## config.mk

```make
export PLATFORM = sky130hd
export DESIGN_NAME = fifo_burst_reader
export DESIGN_NICKNAME = d
export VERILOG_FILES = /design/src/rtl/fifo_burst_reader.sv
export SDC_FILE = /design/constraint.sdc
export NUM_CORES = 1
export LEC_CHECK = 0
export CORE_MARGIN = 3
export CORE_UTILIZATION = 50
export CTS_CLUSTER_SIZE = 8
export DETAILED_ROUTE_END_ITERATION = 8
export GPL_TIMING_DRIVEN = 0
export PLACE_DENSITY = 0.8
export SYNTH_ARGS = -nofsm -noshare
export SYNTH_HDL_FRONTEND = slang
export SYNTH_SLANG_ARGS = --single-unit
```

## constraint.sdc

```tcl
create_clock -name clk -period 3 [get_ports clk]
set_input_delay 0.6 -clock clk [delete_from_list [all_inputs] [get_ports clk]]
set_output_delay 0.6 -clock clk [all_outputs]
set_load 0.03 [all_outputs]
```

## src/rtl/fifo_burst_reader.sv

```systemverilog
// fifo_burst_reader
//   Read-side consumer of a dual-clock byte FIFO. It runs entirely in the FIFO
//   read-clock domain. It waits until the FIFO holds a full burst and there is
//   room for that burst in the output buffer. It then issues a fixed-length
//   rd_en burst, packs the returned bytes little-endian into PACK-byte words,
//   and presents them on a valid/ready stream through a small word buffer with
//   a registered head.
//
// Ports
//   clk, rst_n           read-domain clock, asynchronous active-low reset
//   fifo_dout/valid      returned FIFO byte, valid one cycle after rd_en
//   fifo_empty           FIFO empty; gates rd_en combinationally
//   fifo_underflow       FIFO underflow pulse -> sticky err_underflow
//   fifo_rd_data_count   conservative FIFO occupancy used to start a burst
//   fifo_rd_rst_busy     FIFO read-side reset; aborts a running burst
//   fifo_rd_en           FIFO read enable
//   m_data/valid/ready   packed output stream, first byte in the low lane
//   m_last               last word of a completed burst
//   busy                 high while not in IDLE
//   burst_done_cnt       completed bursts, wraps at 16'hFFFF
//   err_underflow/abort  sticky error flags, cleared only by reset
module fifo_burst_reader #(
  parameter int DATA_W     = 8,
  parameter int PACK       = 4,
  parameter int BURST_LEN  = 16,
  parameter int CNT_W      = 8,
  parameter int OBUF_DEPTH = 8
) (
  input  logic                   clk,
  input  logic                   rst_n,
  input  logic [DATA_W-1:0]      fifo_dout,
  input  logic                   fifo_valid,
  input  logic                   fifo_empty,
  input  logic                   fifo_underflow,
  input  logic [CNT_W-1:0]       fifo_rd_data_count,
  input  logic                   fifo_rd_rst_busy,
  output logic                   fifo_rd_en,
  output logic [DATA_W*PACK-1:0] m_data,
  output logic                   m_valid,
  input  logic                   m_ready,
  output logic                   m_last,
  output logic                   busy,
  output logic [15:0]            burst_done_cnt,
  output logic                   err_underflow,
  output logic                   err_abort
);

  localparam int WW    = DATA_W * PACK;
  localparam int CW    = $clog2(BURST_LEN + 1);
  localparam int LW    = (PACK > 1) ? $clog2(PACK) : 1;
  localparam int OW    = $clog2(OBUF_DEPTH + 1);
  localparam int PW    = (OBUF_DEPTH > 1) ? $clog2(OBUF_DEPTH) : 1;
  localparam int WORDS = BURST_LEN / PACK;

  typedef enum logic [1:0] {
    ST_IDLE  = 2'd0,
    ST_READ  = 2'd1,
    ST_DRAIN = 2'd2
  } state_t;

  state_t          r_state;
  state_t          w_state_nxt;
  logic [CW-1:0]   r_issue_cnt;
  logic [CW-1:0]   r_rx_cnt;
  logic [LW-1:0]   r_lane;
  logic [WW-1:0]   r_pack;
  logic [WW:0]     r_mem [OBUF_DEPTH];
  logic [PW-1:0]   r_wr_ptr;
  logic [PW-1:0]   r_rd_ptr;
  logic [OW-1:0]   r_mem_cnt;
  logic [WW-1:0]   r_m_data;
  logic            r_m_valid;
  logic            r_m_last;
  logic [15:0]     r_done_cnt;
  logic            r_err_uf;
  logic            r_err_ab;

  logic            w_active;
  logic            w_abort;
  logic            w_rd_en;
  logic            w_rx_byte;
  logic            w_push;
  logic            w_push_last;
  logic [WW-1:0]   w_word;
  logic [OW-1:0]   w_occ;
  logic            w_room;
  logic            w_burst_end;
  logic            w_pop;
  logic            w_load_head;
  logic            w_mem_rd;
  logic            w_bypass;
  logic            w_mem_wr;

  // Datapath qualifiers. rd_rst_busy gates rd_en and byte capture in the same cycle.
  always_comb begin
    w_active    = (r_state != ST_IDLE);
    w_abort     = w_active && fifo_rd_rst_busy;
    w_rd_en     = (r_state == ST_READ) && !fifo_empty && !fifo_rd_rst_busy;
    w_rx_byte   = w_active && fifo_valid && !fifo_rd_rst_busy;
    w_push      = w_rx_byte && (r_lane == LW'(PACK - 1));
    w_push_last = (r_rx_cnt == CW'(BURST_LEN - 1));
    // Occupancy counts the head register too, so a burst starts only if the
    // whole burst fits.
    w_occ       = r_mem_cnt + {{(OW-1){1'b0}}, r_m_valid};
    w_room      = (w_occ <= OW'(OBUF_DEPTH - WORDS));
    w_burst_end = (r_state == ST_DRAIN) && (r_rx_cnt == CW'(BURST_LEN)) && !fifo_rd_rst_busy;
    w_pop       = r_m_valid && m_ready;
    w_load_head = !r_m_valid || w_pop;
    w_mem_rd    = w_load_head && (r_mem_cnt != '0);
    // An empty buffer lets the completed word go straight into the head register.
    w_bypass    = w_load_head && (r_mem_cnt == '0) && w_push;
    w_mem_wr    = w_push && !w_bypass;
  end

  // Completed word: the bytes packed so far plus the byte arriving now in its lane.
  always_comb begin
    w_word = r_pack;
    w_word[int'(r_lane)*DATA_W +: DATA_W] = fifo_dout;
  end

  // Next-state logic.
  always_comb begin
    w_state_nxt = r_state;
    case (r_state)
      ST_IDLE: begin
        if (!fifo_rd_rst_busy && (fifo_rd_data_count >= CNT_W'(BURST_LEN)) && w_room) begin
          w_state_nxt = ST_READ;
        end else begin
          w_state_nxt = ST_IDLE;
        end
      end
      ST_READ: begin
        if (fifo_rd_rst_busy) begin
          w_state_nxt = ST_IDLE;
        end else if (w_rd_en && (r_issue_cnt == CW'(BURST_LEN - 1))) begin
          w_state_nxt = ST_DRAIN;
        end else begin
          w_state_nxt = ST_READ;
        end
      end
      ST_DRAIN: begin
        if (fifo_rd_rst_busy || w_burst_end) begin
          w_state_nxt = ST_IDLE;
        end else begin
          w_state_nxt = ST_DRAIN;
        end
      end
      default: w_state_nxt = ST_IDLE;
    endcase
  end

  // State register.
  always_ff @(posedge clk or negedge rst_n) begin
    if (!rst_n) begin
      r_state <= ST_IDLE;
    end else begin
      r_state <= w_state_nxt;
    end
  end

  // Issue/receive counters and byte packer. IDLE clears them, which also discards an aborted burst.
  always_ff @(posedge clk or negedge rst_n) begin
    if (!rst_n) begin
      r_issue_cnt <= '0;
      r_rx_cnt    <= '0;
      r_lane      <= '0;
      r_pack      <= '0;
    end else if (r_state == ST_IDLE) begin
      r_issue_cnt <= '0;
      r_rx_cnt    <= '0;
      r_lane      <= '0;
      r_pack      <= '0;
    end else begin
      if (w_rd_en) begin
        r_issue_cnt <= r_issue_cnt + CW'(1);
      end
      if (w_rx_byte) begin
        r_pack[int'(r_lane)*DATA_W +: DATA_W] <= fifo_dout;
        r_rx_cnt <= r_rx_cnt + CW'(1);
        if (r_lane == LW'(PACK - 1)) begin
          r_lane <= '0;
        end else begin
          r_lane <= r_lane + LW'(1);
        end
      end
    end
  end

  // Output word buffer: storage array behind a registered head (m_data/m_valid/m_last).
  always_ff @(posedge clk or negedge rst_n) begin
    if (!rst_n) begin
      for (int i = 0; i < OBUF_DEPTH; i++) begin
        r_mem[i] <= '0;
      end
      r_wr_ptr  <= '0;
      r_rd_ptr  <= '0;
      r_mem_cnt <= '0;
      r_m_data  <= '0;
      r_m_valid <= 1'b0;
      r_m_last  <= 1'b0;
    end else begin
      if (w_mem_wr) begin
        r_mem[r_wr_ptr] <= {w_push_last, w_word};
        r_wr_ptr <= (r_wr_ptr == PW'(OBUF_DEPTH - 1)) ? '0 : r_wr_ptr + PW'(1);
      end
      if (w_mem_rd) begin
        r_rd_ptr <= (r_rd_ptr == PW'(OBUF_DEPTH - 1)) ? '0 : r_rd_ptr + PW'(1);
      end
      case ({w_mem_wr, w_mem_rd})
        2'b10:   r_mem_cnt <= r_mem_cnt + OW'(1);
        2'b01:   r_mem_cnt <= r_mem_cnt - OW'(1);
        default: r_mem_cnt <= r_mem_cnt;
      endcase
      // Head reloads only when empty or being accepted, so it is stable under backpressure.
      if (w_load_head) begin
        if (w_mem_rd) begin
          {r_m_last, r_m_data} <= r_mem[r_rd_ptr];
          r_m_valid <= 1'b1;
        end else if (w_bypass) begin
          r_m_data  <= w_word;
          r_m_last  <= w_push_last;
          r_m_valid <= 1'b1;
        end else begin
          r_m_valid <= 1'b0;
          r_m_last  <= 1'b0;
        end
      end
    end
  end

  // Completed-burst counter and sticky error flags.
  always_ff @(posedge clk or negedge rst_n) begin
    if (!rst_n) begin
      r_done_cnt <= '0;
      r_err_uf   <= 1'b0;
      r_err_ab   <= 1'b0;
    end else begin
      if (w_burst_end) begin
        r_done_cnt <= r_done_cnt + 16'd1;
      end
      if (fifo_underflow) begin
        r_err_uf <= 1'b1;
      end
      if (w_abort) begin
        r_err_ab <= 1'b1;
      end
    end
  end

  assign fifo_rd_en     = w_rd_en;
  assign m_data         = r_m_data;
  assign m_valid        = r_m_valid;
  assign m_last         = r_m_last;
  assign busy           = (r_state != ST_IDLE);
  assign burst_done_cnt = r_done_cnt;
  assign err_underflow  = r_err_uf;
  assign err_abort      = r_err_ab;

endmodule

```

# ---- Word level (Yosys, flattened, before mapping)
# Cells that the tools add are included.
dict set report totals {
  register_bits 372
  latch_bits 0
  ramBits 0
  romBits 0
  inputBits 23
  out_inout_bits 54
  elab_cells 113
  memories 0
}
dict set report op_classes {
  addsub 10
  mul 0
  n_div 0
  order_cmp 5
  eq_ne 10
  n_shift 2
  mux 30
  n_bitwise 2
  reduce_logical 32
}
# op count
set ops {}
lappend ops {{264-bit bitwise mux} 1}
lappend ops {{32-bit 2-to-1 mux} 4}
lappend ops {{33-bit binary-select mux with 3-bit select} 1}
lappend ops {{33-bit demux with 3-bit select} 1}
lappend ops {{33-bit 2-to-1 mux} 3}
lappend ops {{5-bit negator with 33-bit output} 1}
lappend ops {{8-bit by 33-bit variable shift with 32-bit output (first input constant)} 1}
lappend ops {{8-bit by 33-bit variable part select with 32-bit output} 1}
lappend ops {{32-bit bitwise mux} 1}
lappend ops {{5-bit 2-to-1 mux} 4}
lappend ops {{1-bit logical AND} 17}
lappend ops {{16-bit by 1-bit adder with 16-bit output (second input constant)} 1}
lappend ops {{2-bit 2-to-1 mux} 6}
lappend ops {{5-bit by 1-bit adder with 5-bit output (second input constant)} 2}
lappend ops {{5-bit by 4-bit == test with 1-bit output (second input constant)} 2}
lappend ops {{2-bit nonzero test} 5}
lappend ops {{4-bit greater-or-equal comparator (second input constant)} 2}
lappend ops {{8-bit by 5-bit greater-or-equal comparator with 1-bit output (second input constant)} 1}
lappend ops {{3-bit NOT with 4-bit output} 2}
lappend ops {{4-bit case mux with 2 select lines} 1}
lappend ops {{3-bit by 1-bit adder with 3-bit output (second input constant)} 2}
lappend ops {{2-bit == test (second input constant)} 3}
lappend ops {{3-bit == test (second input constant)} 2}
lappend ops {{3-bit 2-to-1 mux} 2}
lappend ops {{16 further kinds} 25}

# ---- Logic depth before layout (Yosys ltp)
dict set report depth {
  word_depth 9
  mapped_depth 12
  depth_no_buf 11
}

# ---- Worst setup path before layout
# No wires, ideal clock.
dict set report synth_timing {
  path_kind {register to register}
  startpoint {register r_mem_cnt[1]}
  endpoint {register r_mem_cnt[2]}
  setup_ps 125
  arrival_time_ps 2777
  required_time_ps 2875
  slack_ps 98
  stages_incl_launch_ff 13
  path_buffers 2
  period_less_slack_ps 2902
  path_cell_list {dfrtp_1 -> buf_2 -> or4_4 -> nand2_1 -> clkinv_1 -> clkbuf_1 -> ha_1 -> xor2_1 -> ha_1 -> a21oi_1 -> xor2_1 -> nor2_1 -> xor2_1}
}
dict set report synth_between {
  elab_chain_len 7
  word_cells_on_any_way 13
  cone_classes {add/sub (2); eq/ne (2); mux (1); reduce/logical (8)}
}
# item line
set synth_lines {}
lappend synth_lines {{start, declared} 70} ;# logic [OW-1:0] r_mem_cnt;
lappend synth_lines {{start signal, assigned} 210} ;# 2'b10: r_mem_cnt <= r_mem_cnt + OW'(1);
lappend synth_lines {{start signal, assigned} 211} ;# 2'b01: r_mem_cnt <= r_mem_cnt - OW'(1);
lappend synth_lines {{start signal, assigned} 212} ;# default: r_mem_cnt <= r_mem_cnt;
lappend synth_lines {{4-bit logical NOT} 111} ;# w_bypass = w_load_head && (r_mem_cnt == '0) && w_push;
lappend synth_lines {{1-bit logical AND (2 in a row)} 111}
lappend synth_lines {{1-bit logical NOT} 112} ;# w_mem_wr = w_push && !w_bypass;
lappend synth_lines {{1-bit logical AND} 112}
lappend synth_lines {{2-bit by 1-bit == test with 1-bit output / 2-bit == test (equally long branches)} 209} ;# case ({w_mem_wr, w_mem_rd})
lappend synth_lines {{4-bit case mux with 2 select lines / 2-bit nonzero test (equally long branches)} -}
# Parallel ways exist; a longest one is shown, timed or not.
# A chain may end at the register's enable or synchronous reset.

# ---- Final worst setup path
dict set report layout_timing {
  startpoint {register r_mem_cnt[1]}
  endpoint {register r_m_data[27], in the netlist m_data[27]}
}
dict set report layout_between {
  elab_chain_len 5
  word_cells_on_any_way 8
  cone_classes {mux (1); reduce/logical (7)}
}
# item line
set layout_lines {}
lappend layout_lines {{4-bit logical NOT} 111}
lappend layout_lines {{1-bit logical AND (2 in a row)} 111}
lappend layout_lines {{2-bit nonzero test (no line)} -}
lappend layout_lines {{2-bit AND reduction (no line)} -}
lappend layout_lines {{end signal, assigned} 217} ;# {r_m_last, r_m_data} <= r_mem[r_rd_ptr];
lappend layout_lines {{end signal, assigned} 220} ;# r_m_data <= w_word;
lappend layout_lines {{end, declared} 71} ;# logic [WW-1:0] r_m_data;
# Parallel ways exist; a longest one is shown, timed or not.

==> flow_metrics.py <==
metrics = {
    "cts": {
        "post_cts_buffers": 0,
        "cts.path.max_buffers": 3,
        "ctsRootBufferMaster": "clkbuf_16",
        "ctsHoldBuffers": 0,
        "htreeDepth": 2,
        "cts_tree": "yes",
        "cts_sinks": 372,
        "insertion_delay_ps": 550,
        "cts_buffers": 52,
        "clkTransAtPathRegs_ps": 50,
    },
    "setup_path": {
        "cp_max_fo": 10,
        "critical_path.cell_chain": "buf_2 -> or4_4 -> a31oi_1 -> nor2_1 -> clkbuf_1 -> a2bb2oi_1",
        "crit_family": "compound AO/OA/AOI/OAI gates",
        "crit_required_ps": 3410,
        "path_buf_inv": 2,
        "end_kind": "flip-flop",
        "reg2reg_from": "r_mem_cnt[1]",
        "crit_arrival_ps": 3390,
        "critPathMaxStageDelay_ps": 750,
        "reg2regPathDepth": 6,
        "worst_setup_path_start_kind": "flip-flop",
        "r2r_slack_ps": 20,
        "crit_type": "reg2reg",
        "r2r_end": "m_data[27]",
        "crit_slowest_cell": "a31oi_1",
    },
    "routing": {
        "drc": 0,
        "postRouteAntennaNets": 0,
        "vias": 11770,
        "vias_per_cell": 6.144,
        "drtIter0Drc": 1000,
        "totalWireLength_um": 43390,
        "firstDrtPassIters": 5,
        "wl_per_cell_um": 22.65,
    },
    "logic_synthesis": {
        "synth_compound_area_share_pct": 8.301,
        "synth_top_family_by_area": "multiplexers",
        "synth_top_area_cell": "dfrtp_1",
        "synth_area_leaders": "dfrtp_1, mux2_2, mux2i_1",
        "synthArstFlopShare_pct": 100.0,
        "synth.avg_cell_area_um2": 12.92,
        "yosysSeqAreaShare_pct": 53.61,
        "synth-adder-area-share_pct": 1.441,
        "ys_types": 55,
        "yosys_register_bits": 372,
        "ys.warnings.count": 0,
        "yosysTopAreaCellShare_pct": 53.61,
        "synth_cells": 1344,
        "synth_ff_type": "dfrtp_1",
        "synthMuxAreaShare_pct": 25.85,
        "syn_nets": 1387,
        "synthXorXnorAreaFrac_pct": 1.311,
        "synth-edff-count": 0,
        "synth_simple_gate_area_share_pct": 6.773,
        "syn-cell-area_mm2": 0.01736,
    },
    "place": {
        "io_buffers": 71,
        "hpwl_um": 28410,
        "gp_congestion": 0.8699,
        "dp.cells": 1866,
        "placed_cell_area_mm2": 0.01872,
    },
    "power_and_ir_drop": {
        "total_leakage_power_nw": 9.659,
        "powerDensity_mw_per_mm2": 751.9,
        "seq_power_share_pct": 36.7,
        "ir_drop_v": 0.0005179,
        "pwr-share-comb_pct": 29.4,
        "swShare_pct": 32.89,
        "power.switching_w": 0.004973,
        "p_total_w": 0.01512,
        "p_int_w": 0.01015,
        "clockPowerShare_pct": 33.9,
    },
    "sta": {
        "worst_slew_pin_slew_ps": 987.6,
        "fmax_mhz": 335.7,
        "finalCritPeriodShare_pct": 99.30,
        "setup_violations": 0,
        "relSlewSlack_pct": 33.85,
        "rsz0062_at_grt": "true",
        "finalHoldViolCount": 0,
        "period_minus_slack_ps": 2979,
        "skew_ps": 14.36,
        "drv_slew": 0,
    },
    "layout": {
        "drive_gt1_share_pct": 25.14,
        "fin_nets": 1511,
        "diodes": 0,
        "area_growth_syn_to_layout_pct": 15.80,
        "most-common-layout-cells": "dfrtp_1, mux2_2, mux2i_1, nand3_1, nand2_1",
        "multi_input_area_mm2": 0.007615,
        "layout_commonest_cell": "dfrtp_1",
        "fill_cells": 2704,
        "final_cell_count_no_fill": 1916,
        "seq_area_mm2": 0.009310,
        "finalInstanceArea_mm2": 0.02011,
    },
    "die": {
        "die_h_um": 192.4,
        "coreArea_mm2": 0.03387,
        "dieArea_mm2": 0.03700,
        "die_w_um": 192.4,
        "start_util_pct": 51.27,
        "ios": 77,
        "rows": 67,
    },
    "global_route": {
        "antenna_found_initial": 0,
        "gr-total-overflow": 0,
        "use_met3_pct": 3.651,
        "grt_pass1_wl_um": 69380,
        "grt_pass1_vias": 12460,
        "grt_use_met1_pct": 33.02,
        "top_usage_layer": "met2",
        "track_usage_pct": 23.96,
        "gr-usage-met2_pct": 38.72,
        "grt_start_max_net_pins": 119,
    },
    "run_status": {
        "status": "complete, no violations",
    },
    "worst_hold_path": {
        "hold_path_class": "in2async",
    },
    "flow_run": {
        "max_cap_viol_count": 0,
    },
}
[worst register-to-register path, stage by stage, from the launching register on]
cell and delay (ps):
dfrtp_1 370, buf_2 170, or4_4 570, a31oi_1 750
nor2_1 310, clkbuf_1 420, a2bb2oi_1 260
[through the flow]
stage / hold WS, ps / util, % / TNS, ps / setup slack [ps]
2_1_floorplan: 304.4 / - / 0 / 98.02
3_3_place_gp: 440.9 / 55.02 / -5370950 / -14350
3_5_place_dp: 451.8 / 55.28 / -50920 / -1080
4_1_cts: 76.90 / 59.36 / 0 / 42.84
5_1_grt: 102.8 / 59.37 / -35.52 / -20.07
6_report: 31.72 / 59.37 / 0 / 21.05
[logic make-up after synthesis]
family,after synthesis
muxes,401
DFF,372
and+or+nand+nor,234
AOI/OAI and AO/OA,181
buffers and inverters,110
xor gates and xnor gates,26
adders and majority gates,20
[registers in the layout, indices dropped and copies added (netlist names)]
signal / flops
r_rx_cnt: 5
r_wr_ptr: 3
err_underflow: 1
m_valid: 1
burst_done_cnt: 16
m_last: 1
r_pack: 32
r_issue_cnt: 5
m_data: 32
r_mem_cnt: 4
r_mem: 264
r_rd_ptr: 3
err_abort: 1
r_state: 2
r_lane: 2
[worst max-delay path by stage]
stage                      start           end  depth (start not counted)
CTS                 r_mem_cnt[1]    m_data[27]                          6
floorplan           r_mem_cnt[1]  r_mem_cnt[2]                         12
global route        r_mem_cnt[1]    m_data[27]                          6
finish              r_mem_cnt[1]    m_data[27]                          6
detailed placement       m_ready  r_mem_cnt[2]                         12
global placement           rst_n     m_data[7]                          1
[routing by layer]
metal | wire length (um) | part of all wire (%) | up-vias
li1 | - | - | 5178
met1 | 18710 | 43 | 6086
met2 | 20550 | 47 | 406
met3 | 2736 | 6.3 | 101
met4 | 1394 | 3.2 | 0
met5 | 0 | 0 | -
[what timing repair did]
| item | CTS | global route |
|---|---|---|
| resized for setup | 11 | 6 |
| cloned | 0 | 0 |
| endpoints found under the setup margin | 61 | 20 |
| pin swaps | 0 | 1 |
[cells in the mapped netlist, drive strengths merged, types with 8 or more instances]
library cell  count
a211oi           33
a22o             31
a22oi            64
a2bb2oi          32
buf              39
clkbuf           58
dfrtp           372
ha               20
inv              11
mux2            270
mux2i           129
nand2            81
nand3            82
nand4             8
nor2             18
nor2b             8
xnor2            16
xor2             10
[power by group through the flow]
stage | sequential (W) | combinational, W | clock (W)
global route | 0.00558 | 0.00473 | 0.00541
floorplan | 0.00601 | 0.00239 | 0
detailed placement | 0.00562 | 0.00438 | 0
global placement | 0.00563 | 0.00428 | 0
finish | 0.00556 | 0.00444 | 0.00513
CTS | 0.00555 | 0.00442 | 0.00519
[area by class of cell]
type	instances	area share [%]
inverters	13	0.2800
multi-input cells	862	37.87
flip-flops and latches	372	46.30
well taps	448	2.788
plain buffers	93	2.041
clock inverters	1	0.1493
clock buffers	53	6.596
repair buffers	74	3.976
No activity file was read; power rests on OpenSTA's default activity.
